## config.mk

```make
export PLATFORM = sky130hd
export DESIGN_NAME = avalon_st_enforcer_v2_flat
export DESIGN_NICKNAME = d
export VERILOG_FILES = /design/src/rtl/avalon_enforcer_pkg.sv /design/src/rtl/avalon_st_if.sv /design/src/rtl/sat_counter.sv /design/src/rtl/avalon_st_enforcer_v2.sv /design/src/flat_wrapper.sv
export SDC_FILE = /design/constraint.sdc
export NUM_CORES = 1
export LEC_CHECK = 0
export ABC_AREA = 1
export CAP_MARGIN = 20
export CORE_ASPECT_RATIO = 0.8
export CORE_MARGIN = 2
export CORE_UTILIZATION = 34
export DETAILED_ROUTE_END_ITERATION = 10
export DONT_BUFFER_PORTS = 1
export GPL_TIMING_DRIVEN = 0
export PLACE_DENSITY = 0.6
export SLEW_MARGIN = 20
export SYNTH_ARGS = -nofsm -noshare
export SYNTH_HDL_FRONTEND = slang
export SYNTH_HIERARCHICAL = 1
export SYNTH_SLANG_ARGS = --single-unit
```

## constraint.sdc

```tcl
create_clock -name clk -period 2.8 [get_ports clk]
set_input_delay 0.56 -clock clk [delete_from_list [all_inputs] [get_ports clk]]
set_output_delay 0.56 -clock clk [all_outputs]
set_load 0.01 [all_outputs]
```

## src/rtl/avalon_enforcer_pkg.sv

```systemverilog
// Shared types for the Avalon-ST enforcer: FSM state encoding and SOP policy selectors.
package avalon_enforcer_pkg;

  typedef enum logic [1:0] {
    IDLE      = 2'd0,
    IN_PKT    = 2'd1,
    TERMINATE = 2'd2,
    DISCARD   = 2'd3
  } state_t;

  localparam int SOP_POLICY_TERMINATE = 0;
  localparam int SOP_POLICY_IGNORE    = 1;

endpackage

```

## src/rtl/avalon_st_if.sv

```systemverilog
// Avalon-ST stream bundle: data/valid/sop/eop/empty flow forward, rdy flows back.
interface avalon_st_if #(
  parameter int DATA_WIDTH  = 64,
  parameter int EMPTY_WIDTH = 3
);
  logic [DATA_WIDTH-1:0]  data;
  logic                   valid;
  logic                   sop;
  logic                   eop;
  logic [EMPTY_WIDTH-1:0] empty;
  logic                   rdy;

  modport master (output data, valid, sop, eop, empty, input rdy);
  modport slave  (input data, valid, sop, eop, empty, output rdy);
endinterface

```

## src/rtl/sat_counter.sv

```systemverilog
// Saturating event counter: +1 per cycle with inc high, sticks at all-ones.
module sat_counter #(
  parameter int WIDTH = 16
) (
  input  logic             clk,
  input  logic             rst,
  input  logic             inc,
  output logic [WIDTH-1:0] cnt
);

  logic [WIDTH-1:0] r_cnt;

  always_ff @(posedge clk or negedge rst) begin
    if (!rst) begin
      r_cnt <= '0;
    end else if (inc && (r_cnt != '1)) begin
      r_cnt <= r_cnt + 1'b1;
    end
  end

  assign cnt = r_cnt;

endmodule

```

## src/rtl/avalon_st_enforcer_v2.sv

```systemverilog
// Avalon-ST enforcer: turns an untrusted stream into well-formed packets behind a
// one-entry output register slice (forwarded words appear one cycle after accept).
module avalon_st_enforcer_v2
  import avalon_enforcer_pkg::*;
#(
  parameter int DATA_WIDTH    = 64,
  parameter int EMPTY_WIDTH   = (DATA_WIDTH / 8 > 1) ? $clog2(DATA_WIDTH / 8) : 1,
  parameter int MAX_PKT_WORDS = 256,
  parameter int SOP_POLICY    = SOP_POLICY_TERMINATE,
  parameter int CNT_WIDTH     = 16
) (
  input  logic                 clk,
  input  logic                 rst,
  avalon_st_if.slave           untrusted,
  avalon_st_if.master          enforced,
  output logic                 err_orphan,
  output logic                 err_nested_sop,
  output logic                 err_trunc,
  output logic [CNT_WIDTH-1:0] orphan_cnt,
  output logic [CNT_WIDTH-1:0] nested_sop_cnt,
  output logic [CNT_WIDTH-1:0] trunc_cnt,
  output logic                 in_packet
);

  localparam int CW = $clog2(MAX_PKT_WORDS + 1);

  state_t                 r_state;
  state_t                 w_state_nxt;
  logic [CW-1:0]          r_cnt;
  logic [CW-1:0]          w_cnt_nxt;
  logic [CW-1:0]          w_cnt_inc;

  logic                   r_vld;
  logic                   r_sop;
  logic                   r_eop;
  logic [DATA_WIDTH-1:0]  r_data;
  logic [EMPTY_WIDTH-1:0] r_empty;
  logic                   r_err_orphan;
  logic                   r_err_nested;
  logic                   r_err_trunc;

  logic                   w_slot_free;
  logic                   w_sop_hazard;
  logic                   w_rdy;
  logic                   w_accept;
  logic                   w_as_idle;
  logic                   w_load;
  logic                   w_ld_sop;
  logic                   w_ld_eop;
  logic [DATA_WIDTH-1:0]  w_ld_data;
  logic [EMPTY_WIDTH-1:0] w_ld_empty;
  logic                   w_orphan;
  logic                   w_nested;
  logic                   w_trunc;

  assign w_slot_free = ~r_vld | enforced.rdy;

  // Under TERMINATE policy a stray SOP must not be consumed until the open packet is closed.
  assign w_sop_hazard = (SOP_POLICY == SOP_POLICY_TERMINATE) && (r_state == IN_PKT)
                        && untrusted.valid && untrusted.sop;
  assign w_rdy        = w_slot_free && (r_state != TERMINATE) && !w_sop_hazard;
  assign w_accept     = untrusted.valid && w_rdy;
  assign w_as_idle    = (r_state == IDLE) || ((r_state == DISCARD) && untrusted.sop);
  assign w_cnt_inc    = r_cnt + 1'b1;

  always_ff @(posedge clk or negedge rst) begin
    if (!rst) begin
      r_state <= IDLE;
      r_cnt   <= '0;
    end else begin
      r_state <= w_state_nxt;
      r_cnt   <= w_cnt_nxt;
    end
  end

  always_comb begin
    w_state_nxt = r_state;
    case (r_state)
      IDLE, DISCARD: begin
        if (w_load) begin
          w_state_nxt = w_trunc ? DISCARD : (w_ld_eop ? IDLE : IN_PKT);
        end else if ((r_state == DISCARD) && w_accept && untrusted.eop) begin
          w_state_nxt = IDLE;
        end
      end
      IN_PKT: begin
        if (w_sop_hazard) begin
          w_state_nxt = TERMINATE;
        end else if (w_load && w_ld_eop) begin
          w_state_nxt = w_trunc ? DISCARD : IDLE;
        end
      end
      TERMINATE: begin
        if (w_slot_free) begin
          w_state_nxt = IDLE;
        end
      end
      default: w_state_nxt = IDLE;
    endcase
  end

  always_comb begin
    w_load     = 1'b0;
    w_ld_sop   = 1'b0;
    w_ld_eop   = 1'b0;
    w_ld_data  = untrusted.data;
    w_ld_empty = '0;
    w_orphan   = 1'b0;
    w_trunc    = 1'b0;
    w_cnt_nxt  = r_cnt;
    w_nested   = w_sop_hazard || ((r_state == IN_PKT) && w_accept && untrusted.sop);

    if (r_state == TERMINATE) begin
      // Synthetic closing word for the packet interrupted by a stray SOP.
      if (w_slot_free) begin
        w_load     = 1'b1;
        w_ld_data  = '0;
        w_ld_eop   = 1'b1;
        w_ld_empty = '1;
      end
    end else if (w_accept) begin
      if (w_as_idle) begin
        if (untrusted.sop) begin
          w_load    = 1'b1;
          w_ld_sop  = 1'b1;
          w_cnt_nxt = CW'(1);
          if (untrusted.eop) begin
            w_ld_eop   = 1'b1;
            w_ld_empty = untrusted.empty;
          end else if (MAX_PKT_WORDS == 1) begin
            w_ld_eop = 1'b1;
            w_trunc  = 1'b1;
          end
        end else begin
          w_orphan = (r_state == IDLE);
        end
      end else if (r_state == IN_PKT) begin
        // Continuation word; any SOP reaching here is a stray one under IGNORE policy.
        w_load    = 1'b1;
        w_cnt_nxt = w_cnt_inc;
        if (untrusted.eop) begin
          w_ld_eop   = 1'b1;
          w_ld_empty = untrusted.empty;
        end else if (w_cnt_inc == CW'(MAX_PKT_WORDS)) begin
          w_ld_eop = 1'b1;
          w_trunc  = 1'b1;
        end
      end
    end
  end

  always_ff @(posedge clk or negedge rst) begin
    if (!rst) begin
      r_vld        <= 1'b0;
      r_sop        <= 1'b0;
      r_eop        <= 1'b0;
      r_data       <= '0;
      r_empty      <= '0;
      r_err_orphan <= 1'b0;
      r_err_nested <= 1'b0;
      r_err_trunc  <= 1'b0;
    end else begin
      if (w_slot_free) begin
        r_vld <= w_load;
        if (w_load) begin
          r_data  <= w_ld_data;
          r_sop   <= w_ld_sop;
          r_eop   <= w_ld_eop;
          r_empty <= w_ld_empty;
        end
      end
      r_err_orphan <= w_orphan;
      r_err_nested <= w_nested;
      r_err_trunc  <= w_trunc;
    end
  end

  assign untrusted.rdy  = w_rdy;
  assign enforced.valid = r_vld;
  assign enforced.sop   = r_sop;
  assign enforced.eop   = r_eop;
  assign enforced.data  = r_data;
  assign enforced.empty = r_empty;

  assign err_orphan     = r_err_orphan;
  assign err_nested_sop = r_err_nested;
  assign err_trunc      = r_err_trunc;
  assign in_packet      = (r_state == IN_PKT) || (r_state == TERMINATE);

  sat_counter #(.WIDTH(CNT_WIDTH)) u_orphan_cnt (
    .clk (clk),
    .rst (rst),
    .inc (r_err_orphan),
    .cnt (orphan_cnt)
  );

  sat_counter #(.WIDTH(CNT_WIDTH)) u_nested_cnt (
    .clk (clk),
    .rst (rst),
    .inc (r_err_nested),
    .cnt (nested_sop_cnt)
  );

  sat_counter #(.WIDTH(CNT_WIDTH)) u_trunc_cnt (
    .clk (clk),
    .rst (rst),
    .inc (r_err_trunc),
    .cnt (trunc_cnt)
  );

endmodule

```

## src/flat_wrapper.sv

```systemverilog
// flat-port wrapper written by rule: the top's interface ports become plain ports
module avalon_st_enforcer_v2_flat import avalon_enforcer_pkg::*;
#(
  parameter int DATA_WIDTH    = 64,
  parameter int EMPTY_WIDTH   = (DATA_WIDTH / 8 > 1) ? $clog2(DATA_WIDTH / 8) : 1,
  parameter int MAX_PKT_WORDS = 256,
  parameter int SOP_POLICY    = SOP_POLICY_TERMINATE,
  parameter int CNT_WIDTH     = 16
)
  (clk, rst, err_orphan, err_nested_sop, err_trunc, orphan_cnt, nested_sop_cnt, trunc_cnt, in_packet, untrusted_data, untrusted_valid, untrusted_sop, untrusted_eop, untrusted_empty, untrusted_rdy, enforced_data, enforced_valid, enforced_sop, enforced_eop, enforced_empty, enforced_rdy);
  avalon_st_if #(.DATA_WIDTH(DATA_WIDTH), .EMPTY_WIDTH(EMPTY_WIDTH)) untrusted_i ();
  avalon_st_if #(.DATA_WIDTH(DATA_WIDTH), .EMPTY_WIDTH(EMPTY_WIDTH)) enforced_i ();
  input  logic clk;
  input  logic rst;
  output logic err_orphan;
  output logic err_nested_sop;
  output logic err_trunc;
  output logic [CNT_WIDTH-1:0] orphan_cnt;
  output logic [CNT_WIDTH-1:0] nested_sop_cnt;
  output logic [CNT_WIDTH-1:0] trunc_cnt;
  output logic in_packet;
  input wire logic [$bits(untrusted_i.data)-1:0] untrusted_data;
  input wire logic [$bits(untrusted_i.valid)-1:0] untrusted_valid;
  input wire logic [$bits(untrusted_i.sop)-1:0] untrusted_sop;
  input wire logic [$bits(untrusted_i.eop)-1:0] untrusted_eop;
  input wire logic [$bits(untrusted_i.empty)-1:0] untrusted_empty;
  output wire logic [$bits(untrusted_i.rdy)-1:0] untrusted_rdy;
  output wire logic [$bits(enforced_i.data)-1:0] enforced_data;
  output wire logic [$bits(enforced_i.valid)-1:0] enforced_valid;
  output wire logic [$bits(enforced_i.sop)-1:0] enforced_sop;
  output wire logic [$bits(enforced_i.eop)-1:0] enforced_eop;
  output wire logic [$bits(enforced_i.empty)-1:0] enforced_empty;
  input wire logic [$bits(enforced_i.rdy)-1:0] enforced_rdy;
  assign untrusted_i.data = untrusted_data;
  assign untrusted_i.valid = untrusted_valid;
  assign untrusted_i.sop = untrusted_sop;
  assign untrusted_i.eop = untrusted_eop;
  assign untrusted_i.empty = untrusted_empty;
  assign untrusted_rdy = untrusted_i.rdy;
  assign enforced_data = enforced_i.data;
  assign enforced_valid = enforced_i.valid;
  assign enforced_sop = enforced_i.sop;
  assign enforced_eop = enforced_i.eop;
  assign enforced_empty = enforced_i.empty;
  assign enforced_i.rdy = enforced_rdy;
  avalon_st_enforcer_v2 #(.DATA_WIDTH(DATA_WIDTH), .EMPTY_WIDTH(EMPTY_WIDTH), .MAX_PKT_WORDS(MAX_PKT_WORDS), .SOP_POLICY(SOP_POLICY), .CNT_WIDTH(CNT_WIDTH)) u_core (.clk(clk), .rst(rst), .untrusted(untrusted_i), .enforced(enforced_i), .err_orphan(err_orphan), .err_nested_sop(err_nested_sop), .err_trunc(err_trunc), .orphan_cnt(orphan_cnt), .nested_sop_cnt(nested_sop_cnt), .trunc_cnt(trunc_cnt), .in_packet(in_packet));
endmodule
```

==> impl_metrics.py <==
metrics = {
    "cts": {
        "cts_tree": "built",
        "cts.sinks": 132,
        "clk_transition_reported_paths_ns": 0.07,
        "htreeDepth": 4,
        "clk_latency_ns": 0.41,
        "cts_resized": 0,
        "cts_setup_buffers": 0,
        "numCtsBuffers": 17,
        "cts.path.max_buffers": 2,
        "root_buffer": "clkbuf_16",
    },
    "floorplan": {
        "start_util": 0.349,
        "fp.dieH_um": 129,
        "dieWidth_um": 160,
        "core_area_um2": 19000,
        "die_area_um2": 20700,
        "io_pins": 196,
        "rows": 45,
    },
    "route": {
        "wl_per_cell_um": 15.8,
        "wl_met1_um": 7950,
        "first_pass_iters": 5,
        "top_layer": "met4",
        "dr_wl_met2_um": 7470,
        "vias": 5129,
        "route.met3.wl_um": 1150,
        "via_per_inst": 4.87,
        "drc": 0,
        "drtAntennaViolNets": 0,
        "drt-initial-drc-count": 318,
        "drt-total-wl_um": 16700,
    },
    "critical_path": {
        "cp_num_buf_inv": 2,
        "r2r_slack_ns": 0.73,
        "critPathLaunchType": "flip-flop",
        "path_common_cell": "inv_1",
        "crit_fanout": 4,
        "crit_required_ns": 2.24,
        "cp_slowest_stage_delay_ns": 0.39,
        "end_kind": "output port",
        "crit_type": "reg -> out",
        "crit_slowest_cell": "dfrtp_1",
        "arrival_ns": 1.63,
        "cpLargestDelayFamily": "simple AND/OR/NAND/NOR gates",
        "path_cells": "inv_1 -> ha_1 -> nand3_1 -> inv_1 -> nor2_1",
    },
    "placement": {
        "numPortBuffers": 0,
        "dp_hpwl_um": 12300,
        "gp_congestion": 0.849,
        "preCtsSetupSlack_ns": 0.749,
        "dp.cells": 1022,
    },
    "synthesis": {
        "synthCells": 764,
        "synth-edff-count": 0,
        "ys_seq_elements": 132,
        "seq_area_frac_synth": 0.498,
        "synth_top_area_frac": 0.498,
        "yosysTopAreaCell": "dfrtp_1",
        "yosysUniqueCellTypes": 30,
        "synth_fp_nets": 845,
        "ys_warn_count": 6,
        "syn_area_um2": 6640,
        "syn_area_per_cell_um2": 8.69,
        "synth-async-reset-ratio": 1.00,
        "synth_common_cells": "nand2_1, dfrtp_1, inv_1, a22o_1, nor2_1",
        "yosysMostFrequentCell": "nand2_1",
        "yosys-top-cells-area": "dfrtp_1, nand2_1, a22o_1, inv_1, nor2_1",
        "ys_dominant_reg_cell": "dfrtp_1",
    },
    "global_route": {
        "grt_antenna_before_repair": 0,
        "grt_max_degree": 133,
        "grt_pass1_vias": 4867,
        "grt_pass1_wl_um": 26600,
        "grt_overflow_total": 0,
        "grt.total_usage": 0.163,
    },
    "timing": {
        "fmax_mhz": 457,
        "max-slew-margin-rel": 0.718,
        "setup_viol": 0,
        "postLayoutSetupSlackWorst_ns": 0.610,
        "fin_crit_sh": 0.782,
        "whs_ns": -0.160,
        "rsz0062_at_grt": "false",
        "finalHoldViolCount": 132,
        "fin_crit_ns": 2.19,
        "slew_violations": 0,
        "tightest_slew_ns": 0.421,
        "setup_tns_ns": 0,
        "clock_skew_ns": 0.0112,
    },
    "power_and_ir_drop": {
        "power_frac_seq": 0.484,
        "ir_drop_mv": 0.444,
        "p_clk_frac": 0.333,
        "leakagePower_nw": 3.53,
        "power.total_mw": 6.65,
        "power.density_nw_per_um2": 881,
        "p_comb_frac": 0.184,
        "intPower_mw": 4.32,
        "swShare": 0.351,
        "power.switching_mw": 2.33,
    },
    "run_status": {
        "status": "complete, but fails checks",
        "violations": "negative hold slack",
    },
    "finish": {
        "utilization": 0.397,
        "area_growth_pct": 13.7,
        "fin_cells": 1054,
        "drive_gt1_frac": 0.131,
        "antenna_cells": 0,
        "finalNetCount": 864,
    },
    "flow_run": {
        "cap_violations": 0,
    },
    "hold_path": {
        "min_path_type": "in -> async",
    },
}
## worst paths after layout
kind,from,end,depth (start not counted)
setup reg to reg,u_core/r_state[0]$_DFFE_PN0P_,u_core/enforced.data[60]$_DFFE_PN0P_,11
setup / recovery,u_core/r_state[1]$_DFFE_PN0P_,untrusted_rdy,5
hold / removal,rst,u_core/u_nested_cnt/cnt[9]$_DFFE_PN0P_,0
min in group clk,untrusted_sop,u_core/err_orphan$_DFF_PN0_,1
hold reg to reg,u_core/r_state[1]$_DFFE_PN0P_,u_core/r_state[1]$_DFFE_PN0P_,2
max in group asynchronous,rst,u_core/enforced.data[10]$_DFFE_PN0P_,0
## registers in the layout, summed over array words and instances (netlist names)
| name | count |
|---|---|
| u_core/enforced.eop | 1 |
| u_core/r_state | 2 |
| u_core/enforced.sop | 1 |
| u_core/err_orphan | 1 |
| u_core/u_orphan_cnt/cnt | 16 |
| u_core/err_nested_sop | 1 |
| u_core/enforced.data | 64 |
| u_core/err_trunc | 1 |
| u_core/u_nested_cnt/cnt | 16 |
| u_core/enforced.empty | 3 |
| u_core/u_trunc_cnt/cnt | 16 |
| u_core/r_cnt | 9 |
| u_core/enforced.valid | 1 |
## metal layers
layer  track usage  vias to the layer above
li1              -                     2550
met1         0.226                     2439
met2         0.243                      134
met3        0.0638                        6
met4        0.0297                        0
met5             0                        -
## cells by family after synthesis
group                      Yosys count  share of synthesized area
and+or+nand+nor                    402                      0.273
xor gates and xnor gates            15                     0.0198
buffers and inverters               98                     0.0699
AOI/OAI and AO/OA                  109                      0.125
adders and majority gates            8                     0.0151
DFF                                132                      0.498
## per-stage QoR
stage | area (um2) | hold slack [ns]
after floorplan | 6640 | 0.264
after global placement | 6960 | 0.269
after detailed placement | 6960 | 0.268
after CTS | 7550 | -0.184
after global routing | 7550 | -0.191
final | 7550 | -0.160
## final cells by class
cell class / count / area [um2]
Clock inverter: 15 / 159
Multi-Input combinational cell: 534 / 2870
Clock buffer: 17 / 425
Inverter: 78 / 293
Buffer: 20 / 171
Tap cell: 258 / 323
Sequential cell: 132 / 3300
Fill cell: 1941 / 11500
## cell usage in the layout (no fill, tap or decap), types with 11 or more instances in the layout
cell type and n:
xnor2_1 11, inv_1 73, nand2_2 12, a22o_1 65, nand2_1 243, dfrtp_1 132, nor2_1 59, nand3_1 35
nand4_1 20, o21ai_0 28, clkbuf_16 17, nor2_2 13
## power groups by stage
stage	clock network (mW)	logic [mW]	registers [mW]
detailed placement	0	1.24	3.24
floorplan	0	1.01	3.07
global placement	0	1.20	3.27
CTS	2.28	1.23	3.23
global route	2.36	1.39	3.29
finish	2.21	1.22	3.22
Note: power is estimated with default switching activity, not from simulation.
